===== config.mk =====
export PLATFORM = sky130hd
export DESIGN_NAME = alu_seq
export DESIGN_NICKNAME = d
export VERILOG_FILES = /design/src/rtl/cpu_data.sv /design/src/rtl/alu_seq_comb.sv /design/src/rtl/alu_seq.sv
export SDC_FILE = /design/constraint.sdc
export NUM_CORES = 1
export LEC_CHECK = 0
export ABC_AREA = 1
export CAP_MARGIN = 20
export CORE_ASPECT_RATIO = 1.25
export CORE_MARGIN = 4
export CORE_UTILIZATION = 45
export DETAILED_ROUTE_END_ITERATION = 8
export PLACE_DENSITY = 0.69
export SLEW_MARGIN = 20
export SYNTH_ARGS = -nofsm -noshare
export SYNTH_HDL_FRONTEND = slang
export SYNTH_SLANG_ARGS = --single-unit

===== constraint.sdc =====
create_clock -name clk -period 3.7 [get_ports clk]
set_input_delay 0.925 -clock clk [delete_from_list [all_inputs] [get_ports clk]]
set_output_delay 0.925 -clock clk [all_outputs]
set_load 0.005 [all_outputs]

===== src/rtl/cpu_data.sv =====
// Shared opcode, flag-index and FSM types for the sequential ALU.
// Imported by the datapath, the top and the bench.
package cpu_data;

  localparam logic [3:0] OP_ADD  = 4'h0;
  localparam logic [3:0] OP_ADC  = 4'h1;
  localparam logic [3:0] OP_SUB  = 4'h2;
  localparam logic [3:0] OP_SBC  = 4'h3;
  localparam logic [3:0] OP_CMP  = 4'h4;
  localparam logic [3:0] OP_AND  = 4'h5;
  localparam logic [3:0] OP_OR   = 4'h6;
  localparam logic [3:0] OP_XOR  = 4'h7;
  localparam logic [3:0] OP_MOV  = 4'h8;
  localparam logic [3:0] OP_MUL  = 4'h9;

  localparam logic [3:0] OP_NEG  = 4'h0;
  localparam logic [3:0] OP_COM  = 4'h1;
  localparam logic [3:0] OP_LSL  = 4'h2;
  localparam logic [3:0] OP_LSR  = 4'h3;
  localparam logic [3:0] OP_ROL  = 4'h4;
  localparam logic [3:0] OP_ROR  = 4'h5;
  localparam logic [3:0] OP_RLC  = 4'h6;
  localparam logic [3:0] OP_RRC  = 4'h7;
  localparam logic [3:0] OP_LSLN = 4'h8;
  localparam logic [3:0] OP_LSRN = 4'h9;
  localparam logic [3:0] OP_ASRN = 4'hA;
  localparam logic [3:0] OP_ROLN = 4'hB;

  localparam int FLAG_C = 3;
  localparam int FLAG_V = 2;
  localparam int FLAG_Z = 1;
  localparam int FLAG_N = 0;

  typedef enum logic {
    S_IDLE,
    S_RUN
  } state_t;

  typedef enum logic [2:0] {
    M_LSL,
    M_LSR,
    M_ASR,
    M_ROL,
    M_MUL
  } mop_t;

  function automatic logic is_multi(
    input logic       single,
    input logic [3:0] op
  );
    if (single)
      return (op == OP_LSLN) || (op == OP_LSRN) ||
             (op == OP_ASRN) || (op == OP_ROLN);
    return op == OP_MUL;
  endfunction

  function automatic mop_t to_mop(
    input logic       single,
    input logic [3:0] op
  );
    mop_t m;
    m = M_MUL;
    if (single) begin
      case (op)
        OP_LSLN: m = M_LSL;
        OP_LSRN: m = M_LSR;
        OP_ASRN: m = M_ASR;
        default: m = M_ROL;
      endcase
    end
    return m;
  endfunction

  function automatic logic [3:0] pack_flags(
    input logic c,
    input logic v,
    input logic z,
    input logic n
  );
    logic [3:0] f;
    f = '0;
    f[FLAG_C] = c;
    f[FLAG_V] = v;
    f[FLAG_Z] = z;
    f[FLAG_N] = n;
    return f;
  endfunction

endpackage


===== src/rtl/alu_seq_comb.sv =====
// Single-cycle ALU datapath: arithmetic, logic and 1-bit shifts.
// Purely combinational; flags are raw, the top decides when to latch.
module alu_seq_comb
  import cpu_data::*;
#(
  parameter int WIDTH = 8
) (
  input  logic             single,
  input  logic [3:0]       operator,
  input  logic [WIDTH-1:0] value1,
  input  logic [WIDTH-1:0] value2,
  input  logic             old_carry,
  output logic [WIDTH-1:0] result,
  output logic             carry,
  output logic             overflow,
  output logic             zero,
  output logic             negative,
  output logic             wr_res,
  output logic             valid
);

  localparam int M = WIDTH - 1;

  logic [WIDTH:0] sum;
  logic [WIDTH:0] dif;
  logic [WIDTH:0] ngv;
  logic           cin;
  logic           bin;

  assign cin = !single && (operator == OP_ADC) && old_carry;
  assign bin = !single && (operator == OP_SBC) && old_carry;

  assign sum = {1'b0, value1} + {1'b0, value2}
             + {{WIDTH{1'b0}}, cin};
  assign dif = {1'b0, value1} - {1'b0, value2}
             - {{WIDTH{1'b0}}, bin};
  assign ngv = {(WIDTH+1){1'b0}} - {1'b0, value1};

  always_comb begin
    result   = '0;
    carry    = old_carry;
    overflow = 1'b0;
    wr_res   = 1'b1;
    valid    = 1'b1;
    if (!single) begin
      case (operator)
        OP_ADD, OP_ADC: begin
          result   = sum[M:0];
          carry    = sum[WIDTH];
          overflow = (value1[M] == value2[M]) &&
                     (sum[M] != value1[M]);
        end
        OP_SUB, OP_SBC, OP_CMP: begin
          result   = dif[M:0];
          carry    = dif[WIDTH];
          overflow = (value1[M] != value2[M]) &&
                     (dif[M] != value1[M]);
          wr_res   = (operator != OP_CMP);
        end
        OP_AND: result = value1 & value2;
        OP_OR:  result = value1 | value2;
        OP_XOR: result = value1 ^ value2;
        OP_MOV: result = value2;
        default: begin
          valid  = 1'b0;
          wr_res = 1'b0;
        end
      endcase
    end else begin
      case (operator)
        OP_NEG: begin
          result   = ngv[M:0];
          carry    = ngv[WIDTH];
          overflow = value1[M] && ngv[M];
        end
        OP_COM: result = ~value1;
        OP_LSL: begin
          result = {value1[M-1:0], 1'b0};
          carry  = value1[M];
        end
        OP_LSR: begin
          result = {1'b0, value1[M:1]};
          carry  = value1[0];
        end
        OP_ROL: begin
          result = {value1[M-1:0], value1[M]};
          carry  = value1[M];
        end
        OP_ROR: begin
          result = {value1[0], value1[M:1]};
          carry  = value1[0];
        end
        OP_RLC: begin
          result = {value1[M-1:0], old_carry};
          carry  = value1[M];
        end
        OP_RRC: begin
          result = {old_carry, value1[M:1]};
          carry  = value1[0];
        end
        default: begin
          valid  = 1'b0;
          wr_res = 1'b0;
        end
      endcase
    end
  end

  assign zero     = (result == '0);
  assign negative = result[M];

endmodule


===== src/rtl/alu_seq.sv =====
// Handshaked sequential ALU: FSM, iteration registers, output latches.
// The first shift/multiply step happens on the accepting edge.
module alu_seq
  import cpu_data::*;
#(
  parameter  int WIDTH   = 8,
  localparam int SHAMT_W = $clog2(WIDTH)
) (
  input  logic               clk,
  input  logic               rst_n,
  input  logic               start,
  input  logic               single,
  input  logic [3:0]         operator,
  input  logic [WIDTH-1:0]   value1,
  input  logic [WIDTH-1:0]   value2,
  input  logic [SHAMT_W-1:0] shamt,
  input  logic               old_carry,
  output logic               busy,
  output logic               done,
  output logic [WIDTH-1:0]   bus_out,
  output logic [WIDTH-1:0]   bus_out_hi,
  output logic [3:0]         alu_flags
);

  localparam int CW = SHAMT_W + 1;
  localparam int M  = WIDTH - 1;

  state_t           state_q, state_d;
  mop_t             mop_q, mop_d;
  logic [CW-1:0]    cnt_q, cnt_d;
  logic [WIDTH-1:0] a_q, a_d;
  logic [WIDTH-1:0] lo_q, lo_d;
  logic [WIDTH-1:0] hi_q, hi_d;
  logic [WIDTH-1:0] bus_q, bus_d;
  logic [WIDTH-1:0] bhi_q, bhi_d;
  logic [3:0]       flg_q, flg_d;
  logic             done_q, done_d;
  logic             busy_q, busy_d;

  logic [WIDTH-1:0] c_res;
  logic             c_c, c_v, c_z, c_n;
  logic             c_wr, c_ok;

  logic             accept, multi, step, fin, out_bit;
  mop_t             s_mop;
  logic [CW-1:0]    s_cnt;
  logic [WIDTH-1:0] s_a, s_lo, s_hi;
  logic [WIDTH-1:0] n_lo, n_hi;
  logic [WIDTH:0]   add_w;

  alu_seq_comb #(
    .WIDTH(WIDTH)
  ) u_comb (
    .single   (single),
    .operator (operator),
    .value1   (value1),
    .value2   (value2),
    .old_carry(old_carry),
    .result   (c_res),
    .carry    (c_c),
    .overflow (c_v),
    .zero     (c_z),
    .negative (c_n),
    .wr_res   (c_wr),
    .valid    (c_ok)
  );

  always_comb begin
    accept  = start && !busy_q;
    multi   = is_multi(single, operator);
    state_d = state_q;
    mop_d   = mop_q;
    cnt_d   = cnt_q;
    a_d     = a_q;
    lo_d    = lo_q;
    hi_d    = hi_q;
    bus_d   = bus_q;
    bhi_d   = bhi_q;
    flg_d   = flg_q;
    done_d  = 1'b0;
    s_mop   = mop_q;
    s_cnt   = cnt_q;
    s_a     = a_q;
    s_lo    = lo_q;
    s_hi    = hi_q;
    step    = 1'b0;
    fin     = 1'b0;

    if (state_q == S_RUN) begin
      step = 1'b1;
    end else if (accept && multi) begin
      s_mop = to_mop(single, operator);
      s_a   = value1;
      s_hi  = '0;
      s_lo  = (s_mop == M_MUL) ? value2 : value1;
      s_cnt = (s_mop == M_MUL) ? CW'(WIDTH)
                               : CW'(shamt);
      if (s_cnt == '0) begin
        // zero-count shift passes value1 through
        done_d = 1'b1;
        bus_d  = value1;
        bhi_d  = '0;
        flg_d  = pack_flags(old_carry, 1'b0,
                            value1 == '0, value1[M]);
      end else begin
        step = 1'b1;
      end
    end else if (accept) begin
      done_d = 1'b1;
      bhi_d  = '0;
      if (!c_ok) begin
        bus_d = '0;
      end else begin
        if (c_wr)
          bus_d = c_res;
        flg_d = pack_flags(c_c, c_v, c_z, c_n);
      end
    end

    add_w   = {1'b0, s_hi}
            + (s_lo[0] ? {1'b0, s_a} : '0);
    n_lo    = s_lo;
    n_hi    = '0;
    out_bit = 1'b0;
    unique case (s_mop)
      M_LSL: begin
        n_lo    = {s_lo[M-1:0], 1'b0};
        out_bit = s_lo[M];
      end
      M_LSR: begin
        n_lo    = {1'b0, s_lo[M:1]};
        out_bit = s_lo[0];
      end
      M_ASR: begin
        n_lo    = {s_lo[M], s_lo[M:1]};
        out_bit = s_lo[0];
      end
      M_ROL: begin
        n_lo    = {s_lo[M-1:0], s_lo[M]};
        out_bit = s_lo[M];
      end
      default: begin
        n_hi = add_w[WIDTH:1];
        n_lo = {add_w[0], s_lo[M:1]};
      end
    endcase

    if (step) begin
      fin     = (s_cnt == CW'(1));
      mop_d   = s_mop;
      a_d     = s_a;
      lo_d    = n_lo;
      hi_d    = n_hi;
      cnt_d   = s_cnt - CW'(1);
      state_d = fin ? S_IDLE : S_RUN;
      if (fin) begin
        done_d = 1'b1;
        bus_d  = n_lo;
        if (s_mop == M_MUL) begin
          bhi_d = n_hi;
          flg_d = pack_flags(n_hi != '0, 1'b0,
                             {n_hi, n_lo} == '0, n_hi[M]);
        end else begin
          bhi_d = '0;
          flg_d = pack_flags(out_bit, 1'b0,
                             n_lo == '0, n_lo[M]);
        end
      end
    end

    // busy stays up through the done cycle of a multi-cycle op
    busy_d = (state_d == S_RUN) ||
             (fin && (state_q == S_RUN));
  end

  always_ff @(posedge clk) begin
    if (!rst_n) begin
      state_q <= S_IDLE;
      mop_q   <= M_MUL;
      cnt_q   <= '0;
      a_q     <= '0;
      lo_q    <= '0;
      hi_q    <= '0;
      bus_q   <= '0;
      bhi_q   <= '0;
      flg_q   <= '0;
      done_q  <= 1'b0;
      busy_q  <= 1'b0;
    end else begin
      state_q <= state_d;
      mop_q   <= mop_d;
      cnt_q   <= cnt_d;
      a_q     <= a_d;
      lo_q    <= lo_d;
      hi_q    <= hi_d;
      bus_q   <= bus_d;
      bhi_q   <= bhi_d;
      flg_q   <= flg_d;
      done_q  <= done_d;
      busy_q  <= busy_d;
    end
  end

  assign busy       = busy_q;
  assign done       = done_q;
  assign bus_out    = bus_q;
  assign bus_out_hi = bhi_q;
  assign alu_flags  = flg_q;

endmodule


==> run metrics <==
status=complete, no violations; CTS sink count=54; Cell variety after synth=51; Compound-Gate Fraction of Synth Area=a little under a fifth; share of layout cells above drive strength 1=19.68%; critical path class=in2reg; CP required=around 3.9 ns; cell area after technology mapping=~0.0057 mm^2; Async SR Flop Fraction=0%; nets@finish=roughly 1200; Clock transition at path regs=roughly 0.08 ns; die area=about 0.015 mm^2; Num CTS Buffers=5; Tmin final=3.452 ns; Die W=approximately 110 um; Seq cells post-synth=54; Slew @ Worst Pin=roughly 0.65 ns; Max Fanout on Critical Path=5; fmax=between 0.2 and 0.3 GHz; Post-Synth XOR/XNOR Area=under 10%; final cell count without fillers=about 1300; Via Count=slightly below 7000; Max VDD drop=between 0.2 and 0.3 mV; Synth Warn #=0; number of flops mapped to enable cells by yosys=0; sequential area share after synthesis=18.92%; gr usage total=between 20% and 30%; ranking of synthesized cells by area=dfxtp_1, nand2_1, ha_1, nand3_1, inv_1; drt initial violations=roughly 600; syn nets=slightly above 1000; crit end category=flop; prevailing post-synth register cell=dfxtp_1; crit share post-route=~93%; post-synth top area share=a little under a fifth; worst skew pair latency=roughly 0.3 ns; CORE AREA=roughly 0.012 mm^2; row cnt=45; WHS=0.4681 ns; mux share of post-synthesis cell area=0%; # hold bufs at CTS=0; clock root buffer=clkbuf_16; Max-slew headroom=between 50 and 60%; maximum clock path buffer count=2; cell taking the most area after synthesis=dfxtp_1; largest net degree at the start of global routing=between 50 and 60; reg-to-reg slack, setup=slightly above 0.7 ns; Worst Path Arrival=around 3.7 ns; CP Launch Type=primary input; grt ovf=0; vias in the first global route=roughly 6700; Finished Cell Area=approximately 0.0075 mm^2; RePlAce Congestion=0.9685; setup ws final=roughly 0.25 ns; Wirelength per Cell=15.87 um; Hold Violations, Final=0; fillers=approximately 1300; first-pass GRT wire length=around 32000 um; RSZ-0062 raised after global routing=no; Max Cap Viol=0; final core occ=61.41%; H-tree depth=2; port bufs=49; skew final=approximately 0.010 ns; initial core utilization=approximately 47%; vias per cell=~5.4; Finish-stage setup viols=0; syn_area_per_cell=roughly 6.0 um^2; Synth Area in Adders=between 10% and 20%; DRT Pass-1 Iters=6; largest family of logic cells by synthesized area=simple AND/OR/NAND/NOR gates; initial antenna violation count=0; Leak Pwr=between 3 and 4 nW; Detailed Route WL=20190 um; Ant. Diodes=0; Placed Cells=around 1300; Post-route DRC=0; Die Y=134.0 um; fin. max-slew vios=0; HPWL after detailed placement=approximately 16000 um; Post-DP Area=roughly 0.0072 mm^2; synthesis-to-finish area growth=31.90%; Mapped Cells=950; IO Count=50; pre-CTS WS=-0.4508 ns; simple-gate area share of the yosys netlist=around two fifths; HP Class=reg2reg; ANT nets after route=0; TritonCTS clock tree=done; cell area power density=between 200 and 300 mW/mm^2
cell usage after synthesis, types with 3 or more instances:
cell      number
fa_1           5
ha_1          42
nand3b_1       4
inv_2         10
nor2_1        87
o221ai_1       5
dfxtp_1       54
inv_1        110
nor2_2         4
o21ai_0       63
o211ai_1      14
o22ai_1        9
nand2_2        8
o21ai_2        5
nand2_1      279
xor2_1         4
nand3_1       88
or2_0          3
or2_2          3
a21oi_1       52
a221oi_1       8
nand4_1       12
clkinv_1       4
o21ai_1       14
buf_2          5
nand2_4        6
clkbuf_1      15
xnor2_1        3
buf_4          3
flip-flops by register name (all words and copies together), names as in the netlist:
| signal | count |
|---|---|
| state_q | 1 |
| mop_q | 3 |
| done | 1 |
| a_q | 8 |
| lo_q | 8 |
| bus_out | 8 |
| alu_flags | 4 |
| bus_out_hi | 8 |
| cnt_q | 4 |
| busy | 1 |
| hi_q | 8 |
final cells by class:
class	instances	area, um^2	share of cell area [%]
multi-input cells	741	4105	54.47
repair buffers	179	1495	19.84
flip-flops and latches	54	1081	14.34
inverters	126	478.0	6.341
well taps	164	205.2	2.722
clock buffers	5	125.1	1.660
clock inverters	3	47.55	0.6308
worst max-delay path, cell delays in order:
cell and delay, ns:
clkbuf_2 0.14, inv_2 0.11, nand2_4 0.08, nor2_8 0.13, nand3_4 0.09, inv_4 0.10, buf_4 0.11, o21ai_2 0.06
nor2_2 0.11, ha_2 0.19, inv_1 0.06, fa_2 0.40, buf_4 0.15, buf_4 0.12, xnor2_1 0.20, nand2_1 0.10
nand2_1 0.10, nor2_1 0.06, nand2_1 0.11, a21oi_2 0.06, nand3_1 0.09, nand2_1 0.05, nand2_1 0.06, inv_1 0.04
placed cells by master (no fill, tap or decap), types with 12 or more instances in the layout:
cell type / n
clkdlybuf4s50_1: 41
o21ai_0: 60
nand3_1: 81
buf_4: 126
ha_1: 39
a21oi_1: 50
inv_2: 14
nand2_2: 13
nand4_1: 12
o21ai_1: 16
o211ai_1: 14
nand2_1: 273
nor2_1: 84
inv_1: 106
dfxtp_1: 54
routing by layer:
metal  routed length (um)  up-vias  track usage (%)
met5                    0        -                0
met4                 1365        0            16.77
li1                     -     3434                -
met1                 7800     3106            31.90
met3                 1074       91            3.130
met2                 9949      284            49.24
stage by stage:
| step | total power [mW] | setup TNS (ns) |
|---|---|---|
| after floorplan | 1.163 | 0 |
| after global placement | 1.508 | -3.545 |
| after detailed placement | 1.515 | -4.556 |
| after CTS | 2.087 | 0 |
| after global routing | 2.233 | 0 |
| final | 2.095 | 0 |
cells by family after synthesis:
family	Yosys count
AO/OA/AOI/OAI	183
AND/OR/NAND/NOR	504
buffers and inverters	155
XOR/XNOR	7
adder cells (fa/ha/maj)	47
flip-flops	54
where the power goes:
group	internal [mW]	switching [mW]	total [mW]
clock	0.323	0.228	0.552
combinational	0.373	0.517	0.890
sequential	0.624	0.0293	0.653
final timing paths:
path / depth (start not counted) / to / start
hold reg to reg: 2 / bus_out_hi[6]$_SDFF_PN0_ / bus_out_hi[6]$_SDFF_PN0_
setup / recovery: 24 / alu_flags[1]$_SDFF_PN0_ / operator[2]
setup reg to reg: 23 / alu_flags[1]$_SDFF_PN0_ / busy$_SDFF_PN0_
hold / removal: 2 / bus_out_hi[6]$_SDFF_PN0_ / bus_out_hi[6]$_SDFF_PN0_
repair_timing:
| item | 4_1_cts | 5_1_grt |
|---|---|---|
| setup endpoints to repair | 6 | 14 |
| pin swaps | 12 | 9 |
| resized for setup | 18 | 29 |
| setup buffers | 5 | 3 |
No activity file was read; power rests on OpenSTA's default activity.
